$ cat config.mk
export PLATFORM = sky130hd
export DESIGN_NAME = alu_exec_unit
export DESIGN_NICKNAME = d
export VERILOG_FILES = /design/src/rtl/alu_pkg.sv /design/src/rtl/alu_serial_shifter.sv /design/src/rtl/alu_exec_unit.sv
export SDC_FILE = /design/constraint.sdc
export NUM_CORES = 1
export LEC_CHECK = 0
export ABC_CLOCK_PERIOD_IN_PS = 7000
export CORE_MARGIN = 2
export CORE_UTILIZATION = 30
export CTS_CLUSTER_SIZE = 40
export DETAILED_ROUTE_END_ITERATION = 8
export MAX_ROUTING_LAYER = met4
export PLACE_DENSITY = 0.58
export SKIP_LAST_GASP = 1
export SLEW_MARGIN = 0
export SYNTH_ARGS = -nofsm -noshare
export SYNTH_HDL_FRONTEND = slang
export SYNTH_SLANG_ARGS = --single-unit
$ cat constraint.sdc
create_clock -name i_clk -period 7 [get_ports i_clk]
set_input_delay 1.05 -clock i_clk [delete_from_list [all_inputs] [get_ports i_clk]]
set_output_delay 1.05 -clock i_clk [all_outputs]
set_load 0.01 [all_outputs]
$ cat src/rtl/alu_pkg.sv
// alu_pkg: opsel codes and FSM state encodings shared by the ALU execution unit
package alu_pkg;
  localparam logic [2:0] OP_ADD  = 3'b000;
  localparam logic [2:0] OP_SLL  = 3'b001;
  localparam logic [2:0] OP_SLT  = 3'b010;
  localparam logic [2:0] OP_SLTU = 3'b011;
  localparam logic [2:0] OP_XOR  = 3'b100;
  localparam logic [2:0] OP_SRL  = 3'b101;
  localparam logic [2:0] OP_OR   = 3'b110;
  localparam logic [2:0] OP_AND  = 3'b111;
  localparam logic [1:0] S_IDLE  = 2'd0;
  localparam logic [1:0] S_SHIFT = 2'd1;
  localparam logic [1:0] S_DONE  = 2'd2;
endpackage

$ cat src/rtl/alu_serial_shifter.sv
// alu_serial_shifter: one-bit-per-cycle shifter; done marks the edge that produces the final value on nxt
module alu_serial_shifter #(
  parameter int XLEN = 32,
  parameter int SHAMT_W = $clog2(XLEN)
) (
  input  logic               clk,
  input  logic               rst_n,
  input  logic               start,
  input  logic [XLEN-1:0]    din,
  input  logic [SHAMT_W-1:0] shamt,
  input  logic               left,
  input  logic               arith,
  output logic               done,
  output logic [XLEN-1:0]    nxt
);
  logic [XLEN-1:0] acc;
  logic [SHAMT_W-1:0] cnt;
  logic left_q, arith_q;
  assign nxt = left_q ? {acc[XLEN-2:0], 1'b0} : {arith_q & acc[XLEN-1], acc[XLEN-1:1]};
  assign done = cnt == SHAMT_W'(1);
  always_ff @(posedge clk or negedge rst_n)
    if (!rst_n) begin
      acc <= '0;
      cnt <= '0;
      left_q <= 1'b0;
      arith_q <= 1'b0;
    end else if (start) begin
      acc <= din;
      cnt <= shamt;
      left_q <= left;
      arith_q <= arith;
    end else if (cnt != '0) begin
      acc <= nxt;
      cnt <= cnt - SHAMT_W'(1);
    end
endmodule

$ cat src/rtl/alu_exec_unit.sv
// alu_exec_unit: ALU execute stage with valid/ready result handshake; ALU_FAST_SHIFT_EN selects a barrel shifter over the serial one
module alu_exec_unit
  import alu_pkg::*;
#(
  parameter int XLEN = 32,
  localparam int SHAMT_W = $clog2(XLEN)
) (
  input  logic            i_clk,
  input  logic            i_rst_n,
  input  logic            i_valid,
  output logic            o_ready,
  input  logic [XLEN-1:0] i_op1,
  input  logic [XLEN-1:0] i_op2,
  input  logic [2:0]      i_opsel,
  input  logic            i_sub,
  input  logic            i_unsigned,
  input  logic            i_arith,
  output logic            o_valid,
  input  logic            i_ready,
  output logic [XLEN-1:0] o_result,
  output logic            o_zero,
  output logic            o_ovf
);
  logic [1:0] state;
  logic [XLEN-1:0] b, sum, sh_res, res;
  logic [SHAMT_W-1:0] shamt;
  logic lt, ovf, is_sh, accept;
  assign o_ready = state == S_IDLE;
  assign o_valid = state == S_DONE;
  assign accept = i_valid && o_ready;
  assign shamt = i_op2[SHAMT_W-1:0];
  assign is_sh = i_opsel == OP_SLL || i_opsel == OP_SRL;
  assign b = i_sub ? ~i_op2 : i_op2;
  assign sum = i_op1 + b + XLEN'(i_sub);
  assign lt = i_unsigned ? i_op1 < i_op2 : $signed(i_op1) < $signed(i_op2);
  assign ovf = i_arith && i_opsel == OP_ADD && i_op1[XLEN-1] == b[XLEN-1] && sum[XLEN-1] != i_op1[XLEN-1];
`ifdef ALU_FAST_SHIFT_EN
  logic [XLEN-1:0] sra_v;
  assign sra_v = $signed(i_op1) >>> shamt;
  assign sh_res = i_opsel == OP_SLL ? i_op1 << shamt : i_sub ? sra_v : i_op1 >> shamt;
`else
  logic sh_done;
  logic [XLEN-1:0] sh_nxt;
  logic go_shift;
  assign sh_res = i_op1;
  assign go_shift = accept && is_sh && shamt != '0;
  alu_serial_shifter #(.XLEN(XLEN), .SHAMT_W(SHAMT_W)) u_shift (
    .clk(i_clk),
    .rst_n(i_rst_n),
    .start(go_shift),
    .din(i_op1),
    .shamt(shamt),
    .left(i_opsel == OP_SLL),
    .arith(i_sub),
    .done(sh_done),
    .nxt(sh_nxt)
  );
`endif
  always_comb begin
    res = sh_res;
    case (i_opsel)
      OP_ADD: res = sum;
      OP_SLT, OP_SLTU: res = {{(XLEN-1){1'b0}}, lt};
      OP_XOR: res = i_op1 ^ i_op2;
      OP_OR: res = i_op1 | i_op2;
      OP_AND: res = i_op1 & i_op2;
      default: res = sh_res;
    endcase
  end
  always_ff @(posedge i_clk or negedge i_rst_n)
    if (!i_rst_n) begin
      state <= S_IDLE;
      o_result <= '0;
      o_zero <= 1'b0;
      o_ovf <= 1'b0;
    end else
      case (state)
        S_IDLE:
          if (accept) begin
`ifndef ALU_FAST_SHIFT_EN
            if (go_shift) state <= S_SHIFT;
            else begin
`endif
              state <= S_DONE;
              o_result <= res;
              o_zero <= res == '0;
              o_ovf <= ovf;
`ifndef ALU_FAST_SHIFT_EN
            end
`endif
          end
`ifndef ALU_FAST_SHIFT_EN
        S_SHIFT:
          if (sh_done) begin
            state <= S_DONE;
            o_result <= sh_nxt;
            o_zero <= sh_nxt == '0;
            o_ovf <= 1'b0;
          end
`endif
        S_DONE: if (i_ready) state <= S_IDLE;
        default: state <= S_IDLE;
      endcase
endmodule

# == Word level (Yosys, flattened, before mapping) ==
# Cells that the tools add are included.
# totals
reg_bits,75
inputBits,74
out_inout_bits,36
word_cells,77
# classes
addsub,3
n_lt_le_gt_ge,2
n_eq_ne,16
n_mux,25
bitwise_logic,5
n_reduce_logical,18
# op_table
cell,n
two-way mux 32 bit,7
case mux 32 bit (5 select lines),1
logical NOT 32 bit,2
< comparator 32 bit,2
case mux 32 bit (2 select lines),1
adder 32 x 1 -> 32 bit,1
adder 32 bit,1
AND 32 bit,1
inverter 32 bit,1
bitwise OR 32 bit,1
bitwise XOR 32 bit,1
"== test 3 bit, second input constant",4
two-way mux 5 bit,2
nonzero test 5 bit,2
two-way mux 2 bit,4
two-way mux 1 bit,7
"== test 3 x 2 -> 1 bit, second input constant",2
logical AND 1 bit,6
case mux 2 bit (3 select lines),1
"== test 5 x 1 -> 1 bit, second input constant",1
"subtractor 5 x 1 -> 5 bit, second input constant",1
"!= test 2 x 1 -> 1 bit, second input constant",2
"!= test 2 bit, second input constant",2
case mux 1 bit (2 select lines),2
13 further kinds,14

# == Logic depth before layout (Yosys ltp) ==
# Gate-level depths: netlist of run 1.
# depth
word_depth,9
mapped_depth,15
depth_no_buf,13

# == By module ==
# From an unflattened synthesis of run 1, not the netlist that was laid out.
# hier_totals
hier_cells,1096
area_unflattened_um2,8898.5
# by_module_without_submodules
mod,instances,cells_each,area_each_um2,seq_area_each_um2
alu_exec_unit,1,885,6645.1,900.9
alu_serial_shifter,1,211,2253.4,975.9

# == Worst setup path before layout of run 1 ==
# OpenSTA, ideal clock, no wires.
# synth_path
path_kind,input port to flip-flop
startpoint,input port i_sub
endpoint,register o_zero
setup_time_ps,120
arrival_time_ps,4496
required_ps,6880
slack_ps,2384
cell_stages,14
path_buffers,2
path_cell_list,buf_2 buf_1 xor2_1 fa_1 a211oi_1 o21ai_1 a32oi_2 o21ai_1 a221oi_2 o21ai_1 a2111o_1 o311a_1 and3_1 a31o_1
# synth_between
elab_chain_cells,8
# synth_rtl
element,line_no,source
start: declaration,alu_exec_unit.sv:15,"input logic i_sub,"
two-way mux 32 bit,alu_exec_unit.sv:33,assign b = i_sub ? ~i_op2 : i_op2;
adder 32 bit,alu_exec_unit.sv:34,assign sum = i_op1 + b + XLEN'(i_sub);
adder 32 x 1 -> 32 bit *,alu_exec_unit.sv:34,
case mux 32 bit (5 select lines) *,alu_exec_unit.sv:61,case (i_opsel)
logical NOT 32 bit *,alu_exec_unit.sv:86,o_zero <= res == '0;
two-way mux 1 bit *,alu_exec_unit.sv:81,if (go_shift) state <= S_SHIFT;
two-way mux 1 bit *,alu_exec_unit.sv:79,if (accept) begin
case mux 1 bit (2 select lines) *,alu_exec_unit.sv:77,case (state)
end signal: assignment,alu_exec_unit.sv:74,o_zero <= 1'b0;
end signal: assignment,alu_exec_unit.sv:86,
end signal: assignment,alu_exec_unit.sv:97,o_zero <= sh_nxt == '0;
end: declaration,alu_exec_unit.sv:21,"output logic o_zero,"
# Mark *: on every way between the ends. The rest lies on a longest branch, timed or not. The select of a mux whose other input is x is not followed.
# A chain may end at the register's enable or synchronous reset.

# == Final worst setup path of run 1 ==
# layout_path
startpoint,input port i_op2[0]
endpoint,register o_zero
# layout_between
elab_chain_cells,9
word_cells_on_any_way,19
cone_classes,add/sub (2); order compare (2); eq/ne (1); mux (6); bitwise (4); reduce/logical (4)
# layout_rtl
element,line_no,source
start: declaration,alu_exec_unit.sv:13,"input logic [XLEN-1:0] i_op2,"
inverter 32 bit,alu_exec_unit.sv:33,
two-way mux 32 bit,alu_exec_unit.sv:33,
adder 32 bit,alu_exec_unit.sv:34,
adder 32 x 1 -> 32 bit,alu_exec_unit.sv:34,
case mux 32 bit (5 select lines),alu_exec_unit.sv:61,
logical NOT 32 bit,alu_exec_unit.sv:86,
two-way mux 1 bit,alu_exec_unit.sv:81,
two-way mux 1 bit,alu_exec_unit.sv:79,
case mux 1 bit (2 select lines),alu_exec_unit.sv:77,
# Several ways; a longest one is shown, not always the timed one. The select of a mux whose other input is x is not followed.

==> flow_summary.yaml, run 1 <==
status:
  status: "finished clean"
synth:
  syn_area_per_cell_um2: 7.51
  synth_nets: 1385
  async_flop_share: 1.00
  ys_seq_elements: 75
  synth_cell_type_count: 69
  synth-main-ff-cell: "dfrtp_1"
  synth-seq-area-share: 0.212
  synth_area_um2: 8870
  synth_edf_count: 0
  synthCells: 1181
  yosysWarningCount: 0
worst_setup_path:
  crit_slowest_cell: "clkdlybuf4s50_1"
  worstPathArrival_ns: 5.21
  rrSetupSlack_ns: 3.94
  cp_common_cell: "o21ai_1"
  path_max_fanout: 6
  crit_type: "input pin to register"
  cp.required_ns: 7.23
  cp_cell_sequence: "clkdlybuf4s50_1 -> mux2i_1 -> inv_1 -> fa_1 -> a211oi_1 -> o21ai_1 -> a32oi_2 -> o21ai_1 -> a221oi_2 -> o21ai_1 -> a2111o_1 -> o311a_1 -> and3_1 -> a31o_1"
  rr_endpoint: "o_zero$_DFFE_PN0P_"
  rr_startpoint: "u_shift.cnt[2]$_DFFE_PN0P_"
  crit_path_start_kind: "input pin"
  end_kind: "register"
  rr_worst_depth: 10
  max_stage_delay_ns: 0.57
placement:
  gp_congestion: 0.941
  dp.final_hpwl_um: 24600
  portBuffers: 109
  dp_cells: 1619
  placed_cell_area_um2: 10300
  place_ws_ns: 1.69
clocking:
  cts_tree: "yes"
  cts_resized: 0
  cts_sinks: 75
  cts_root_buf: "clkbuf_16"
  cts_buffer_depth: 2
  postCtsHoldBufs: 0
  cts_setup_buffers: 0
  clk_latency_ns: 0.34
  clk_pin_slew_ns: 0.06
  cts_buffers: 9
  htree_levels: 3
timing:
  max_freq_mhz: 200
  slew_violations: 0
  rsz0062_at_grt: "false"
  setup_tns_ns: 0
  period_minus_slack_ns: 4.99
  worst_slew_pin_slew_ns: 1.10
  fin_crit_sh: 0.713
  finClkSkew_ns: 0.00640
  layout_setup_ws_ns: 2.01
  max_slew_margin: 0.264
  finalSetupViolCount: 0
  hold_viol: 0
finish:
  utilization: 0.368
  design_area_um2: 10600
  area_delta_synth_final_pct: 19.9
  diodes: 0
  layout-drive-gt1-share: 0.0432
  stdcell_count: 1635
  layout.nets: 1450
detailed_routing:
  drtIter0Drc: 720
  wire_per_inst_um: 18.8
  vias: 8787
  routed_via_density: 5.37
  drt_wl_total_um: 30800
  postRouteAntennaNets: 0
  drc: 0
  drtPass1Iterations: 5
job:
  drv_cap: 0
global_routing:
  grt-ovfl-total: 0
  grt_pass1_wl_um: 48400
  grt_max_degree: 76
  antenna_found_initial: 0
  grt_pass1_vias: 8399
  track_usage: 0.204
die:
  coreArea_um2: 28900
  start_util: 0.307
  ios: 110
  die-width_um: 176
  rows: 62
  die_h_um: 176
  dieArea_um2: 31000
pwr:
  p_per_area_nw_per_um2: 277
  p_leak_nw: 4.78
  ir_drop_mv: 0.112
worst_hold_path:
  holdPathStages: 2
  min_from: "o_result[1]$_DFFE_PN0P_"
  whs_endpoint: "o_result[1]$_DFFE_PN0P_"
  holdCritPathClass: "register to register"
-- worst max path at each step --
stage | start | to | slack [ns]
floorplan | i_sub | o_zero$_DFFE_PN0P_ | 2.38
global placement | i_op2[0] | o_zero$_DFFE_PN0P_ | 1.75
detailed placement | i_op2[0] | o_zero$_DFFE_PN0P_ | 1.69
CTS | i_op2[0] | o_zero$_DFFE_PN0P_ | 2.04
global route | i_op2[0] | o_zero$_DFFE_PN0P_ | 1.76
finish | i_op2[0] | o_zero$_DFFE_PN0P_ | 2.01
-- cell type report --
type | instances | area, um2
sequential | 75 | 1880
inverter | 88 | 330
timing repair buffer | 123 | 1180
clock inverter | 5 | 75.1
fill | 2993 | 18300
clock buffer | 11 | 253
tap | 384 | 480
multi-input combinational | 949 | 6440
-- power by group --
group	switching (mW)	internal, mW
sequential	0.147	0.638
combinational	0.950	0.701
clock	0.179	0.330
-- critical path, delay by kind of cell --
kind | cells | cell delay, ns
mux | 1 | 0.32
buf+inv | 2 | 0.66
compound gates | 9 | 2.59
fa+ha+maj | 1 | 0.42
simple gates | 1 | 0.17
-- Yosys cell counts, drive strengths merged, types with 5 or more instances --
| cell | number | area share |
|---|---|---|
| a211oi | 6 | 0.0051 |
| a21o | 8 | 0.0068 |
| a21oi | 112 | 0.063 |
| a221oi | 5 | 0.0056 |
| a22oi | 24 | 0.020 |
| a31oi | 9 | 0.0063 |
| and2 | 6 | 0.0042 |
| and3 | 5 | 0.0035 |
| buf | 14 | 0.0065 |
| clkbuf | 55 | 0.023 |
| dfrtp | 75 | 0.21 |
| ha | 129 | 0.18 |
| inv | 88 | 0.037 |
| mux2 | 5 | 0.0063 |
| mux2i | 32 | 0.036 |
| nand2 | 137 | 0.058 |
| nand2b | 8 | 0.0056 |
| nand3 | 12 | 0.0068 |
| nand4 | 17 | 0.012 |
| nor2 | 101 | 0.043 |
| nor2b | 10 | 0.0071 |
| nor3 | 10 | 0.0056 |
| nor4 | 12 | 0.0092 |
| o211ai | 39 | 0.034 |
| o21ai | 131 | 0.074 |
| o21bai | 5 | 0.0047 |
| o22ai | 11 | 0.0078 |
| o31ai | 6 | 0.0051 |
| or4 | 5 | 0.0047 |
| xnor2 | 18 | 0.018 |
| xor2 | 39 | 0.039 |
-- stage by stage --
step           hold slack, ns  total power [mW]
6_report                0.466              2.94
3_3_place_gp            0.454              2.42
4_1_cts                 0.479              2.96
3_5_place_dp            0.466              2.43
2_1_floorplan           0.480              1.85
5_1_grt                 0.504              3.20
-- cells by family (layout without fill, tap and decap cells) --
family                   count (synthesis)  after routing  share of synthesized area
flip-flops                              75             75                      0.212
adder cells (fa/ha/maj)                130            130                      0.184
AND/OR/NAND/NOR                        329            329                      0.164
AO/OA/AOI/OAI                          396            396                      0.274
XOR/XNOR                                57             57                     0.0563
buffers and inverters                  157            227                     0.0670
multiplexers                            37             37                     0.0425
-- sequential cells by signal, indices dropped and copies added, names as in the netlist --
name and flops:
u_shift.cnt 5, u_shift.left_q 1, o_zero 1, state 2, o_ovf 1, u_shift.arith_q 1, o_result 32, u_shift.acc 32
-- metal layers --
layer  wire [um]  global-route usage  share of wire  up-vias
met2       13100               0.301           0.43      295
met4         744              0.0579          0.024        0
met5           0                   -              0        -
li1            -                   -              -     4326
met1       15000               0.292           0.49     4132
met3        1910              0.0263          0.062       34
-- cells in the final DEF, fill, tap and decap left out, types with 7 or more instances in the layout --
master / Yosys / layout
a21o_1: 8 / 8
a21oi_1: 112 / 112
a22oi_1: 24 / 24
a31oi_1: 9 / 9
buf_4: 0 / 15
clkbuf_16: 0 / 9
clkdlybuf4s50_1: 0 / 106
dfrtp_1: 75 / 75
ha_1: 129 / 129
inv_1: 86 / 86
mux2i_1: 32 / 32
nand2_1: 137 / 136
nand2b_1: 8 / 7
nand3_1: 12 / 12
nand4_1: 17 / 17
nor2_1: 101 / 101
nor2b_1: 10 / 10
nor3_1: 10 / 9
nor4_1: 11 / 11
o211ai_1: 38 / 38
o21ai_0: 118 / 117
o21ai_1: 13 / 13
o22ai_1: 11 / 11
xnor2_1: 18 / 18
xor2_1: 39 / 39
No activity file was read; power rests on OpenSTA's default activity.
==> run 2: changes to the inputs <==
- ABC_CLOCK_PERIOD_IN_PS: 7000 -> 4100
- PLACE_DENSITY: 0.58 -> 0.6
- clock period: 7 -> 4.1 ns (I/O delays scaled with it)
==> run 2 against run 1 <==
  * Clock skew about the same
  * Final area up 11%
  * First-iteration DRC count up 8.3%
  * Die area unchanged
  * Via count up 5.6%
  * Combinational power up 85%
  * Routed wire length up 2.1%
  * Clock power up 55%
  * Cell count up 9.2%
  * Critical endpoint is now o_result[31]$_DFFE_PN0P_
  * Sequential power up 72%
  * Count of clock-buffer cells in the layout up 1
  * Critical path depth up 4
==> flow_summary.yaml, run 2 (synthesized netlist as in run 1, its figures left out) <==
detailed_routing:
  drc: 0
  drtIter0Drc: 780
  drt_wl_total_um: 31400
  drtPass1Iterations: 5
  wire_per_inst_um: 17.6
  vias: 9281
  postRouteAntennaNets: 0
  routed_via_density: 5.20
timing:
  hold_slack_ns: 0.439
  worst_slew_pin_slew_ns: 1.14
  finClkSkew_ns: 0.00617
  setup_tns_ns: 0
  hold_viol: 0
  max_freq_mhz: 246
  slew_violations: 0
  period_minus_slack_ns: 4.06
  finalSetupViolCount: 0
  max_slew_margin: 0.239
  rsz0062_at_grt: "true"
  fin_crit_sh: 0.990
die:
  start_util: 0.307
  rows: 62
  ios: 110
  die_h_um: 176
  dieArea_um2: 31000
  die-width_um: 176
  coreArea_um2: 28900
clocking:
  cts_buffers: 9
  clk_pin_slew_ns: 0.06
  cts_sinks: 75
  postCtsHoldBufs: 0
  cts_tree: "yes"
  cts_buffer_depth: 2
  cts_root_buf: "clkbuf_16"
  htree_levels: 3
  clk_latency_ns: 0.33
job:
  drv_cap: 0
worst_setup_path:
  rr_startpoint: "u_shift.cnt[2]$_DFFE_PN0P_"
  path_max_fanout: 4
  rr_endpoint: "o_zero$_DFFE_PN0P_"
  crit_path_start_kind: "input pin"
  cp.required_ns: 4.36
  rr_worst_depth: 10
  worstPathArrival_ns: 4.32
  crit_type: "input pin to register"
  end_kind: "register"
  rrSetupSlack_ns: 1.17
placement:
  dp_cells: 1766
  portBuffers: 109
  gp_congestion: 0.992
  dp.final_hpwl_um: 25800
global_routing:
  grt_max_degree: 76
  antenna_found_initial: 0
  grt-ovfl-total: 0
  grt_pass1_wl_um: 49200
  track_usage: 0.207
  grt_pass1_vias: 8798
finish:
  final_common_cell: "buf_4"
  diodes: 0
  area_delta_synth_final_pct: 33.3
  final_cell_mix: "buf_4, nand2_1, ha_1, o21ai_0, a21oi_1"
  stdcell_count: 1786
  utilization: 0.409
  reg_top3: "o_result (32), u_shift.acc (32), u_shift.cnt (5)"
  layout-drive-gt1-share: 0.152
  layout.nets: 1601
pwr:
  ir_drop_mv: 0.204
  p_leak_nw: 5.52
  p_per_area_nw_per_um2: 439
worst_hold_path:
  holdCritPathClass: "input pin to async pin"
status:
  status: "finished clean"
[run 2: cell count changes in the layout (fill, tap and decap cells not counted), sizes merged]
cell           before  now
clkbuf             11   12
bufinv              2    1
clkdlybuf4s50     106  105
buf                17  168
dlymetal6s2s        0    1
[run 2: metal layers]
metal | track usage | up-vias | part of all wire | routed length [um]
li1 | - | 4629 | - | -
met1 | 0.296 | 4341 | 0.48 | 15200
met2 | 0.317 | 277 | 0.44 | 13800
met3 | 0.0166 | 34 | 0.058 | 1840
met4 | 0.0530 | 0 | 0.019 | 596
met5 | - | - | 0 | 0
[run 2: how the worst max path moves through the flow]
stage,cells after the start,from,to
after floorplan,15,i_sub,o_zero$_DFFE_PN0P_
after global placement,15,i_op2[0],o_zero$_DFFE_PN0P_
after detailed placement,15,i_op2[0],o_zero$_DFFE_PN0P_
after CTS,15,i_op2[0],o_zero$_DFFE_PN0P_
after global routing,18,i_op2[3],o_result[31]$_DFFE_PN0P_
final,18,i_op2[3],o_result[31]$_DFFE_PN0P_
[run 2: metrics by stage]
stage                     setup slack [ns]  power (mW)  instance area [um2]
final                               0.0398        5.19                11800
after global placement              -0.800        4.34                11400
after floorplan                      0.136        3.15                 8870
after detailed placement            -0.791        4.37                11400
after CTS                           0.0642        5.19                11800
after global routing                -0.142        5.65                11800
[run 2: critical path: stages]
cell	delay, ns
clkdlybuf4s50_1	0.49
xor2_1	0.14
ha_1	0.30
o21ai_1	0.14
buf_4	0.17
buf_4	0.13
a2111oi_1	0.54
a22oi_2	0.18
a31oi_1	0.21
buf_4	0.17
buf_4	0.11
a211o_1	0.17
nand3_1	0.12
o211a_1	0.22
o21ai_1	0.24
buf_4	0.17
a21oi_1	0.07
o21ai_1	0.13
[run 2: layout make-up]
cell class              count  area (um2)
fillers                  2995       17100
repair buffers            274        2340
clock buffers              12         256
flip-flops and latches     75        1880
clock inverters             4        48.8
multi-input cells         949        6490
inverters                  88         330
well taps                 384         480
[run 2: where the power goes]
group	switching (mW)	leakage (nW)	total (mW)	internal [mW]
Clock	0.285	0.153	0.788	0.503
Combinational	1.65	4.44	3.05	1.40
Sequential	0.264	0.935	1.35	1.09
[run 2: timing repair]
item / in CTS / in global routing
endpoints found under the setup margin: 1 / 8
pin swaps: 3 / 7
resized for setup: 4 / 10
setup buffers: 2 / 2
endpoints found under the hold margin: 0 / 0
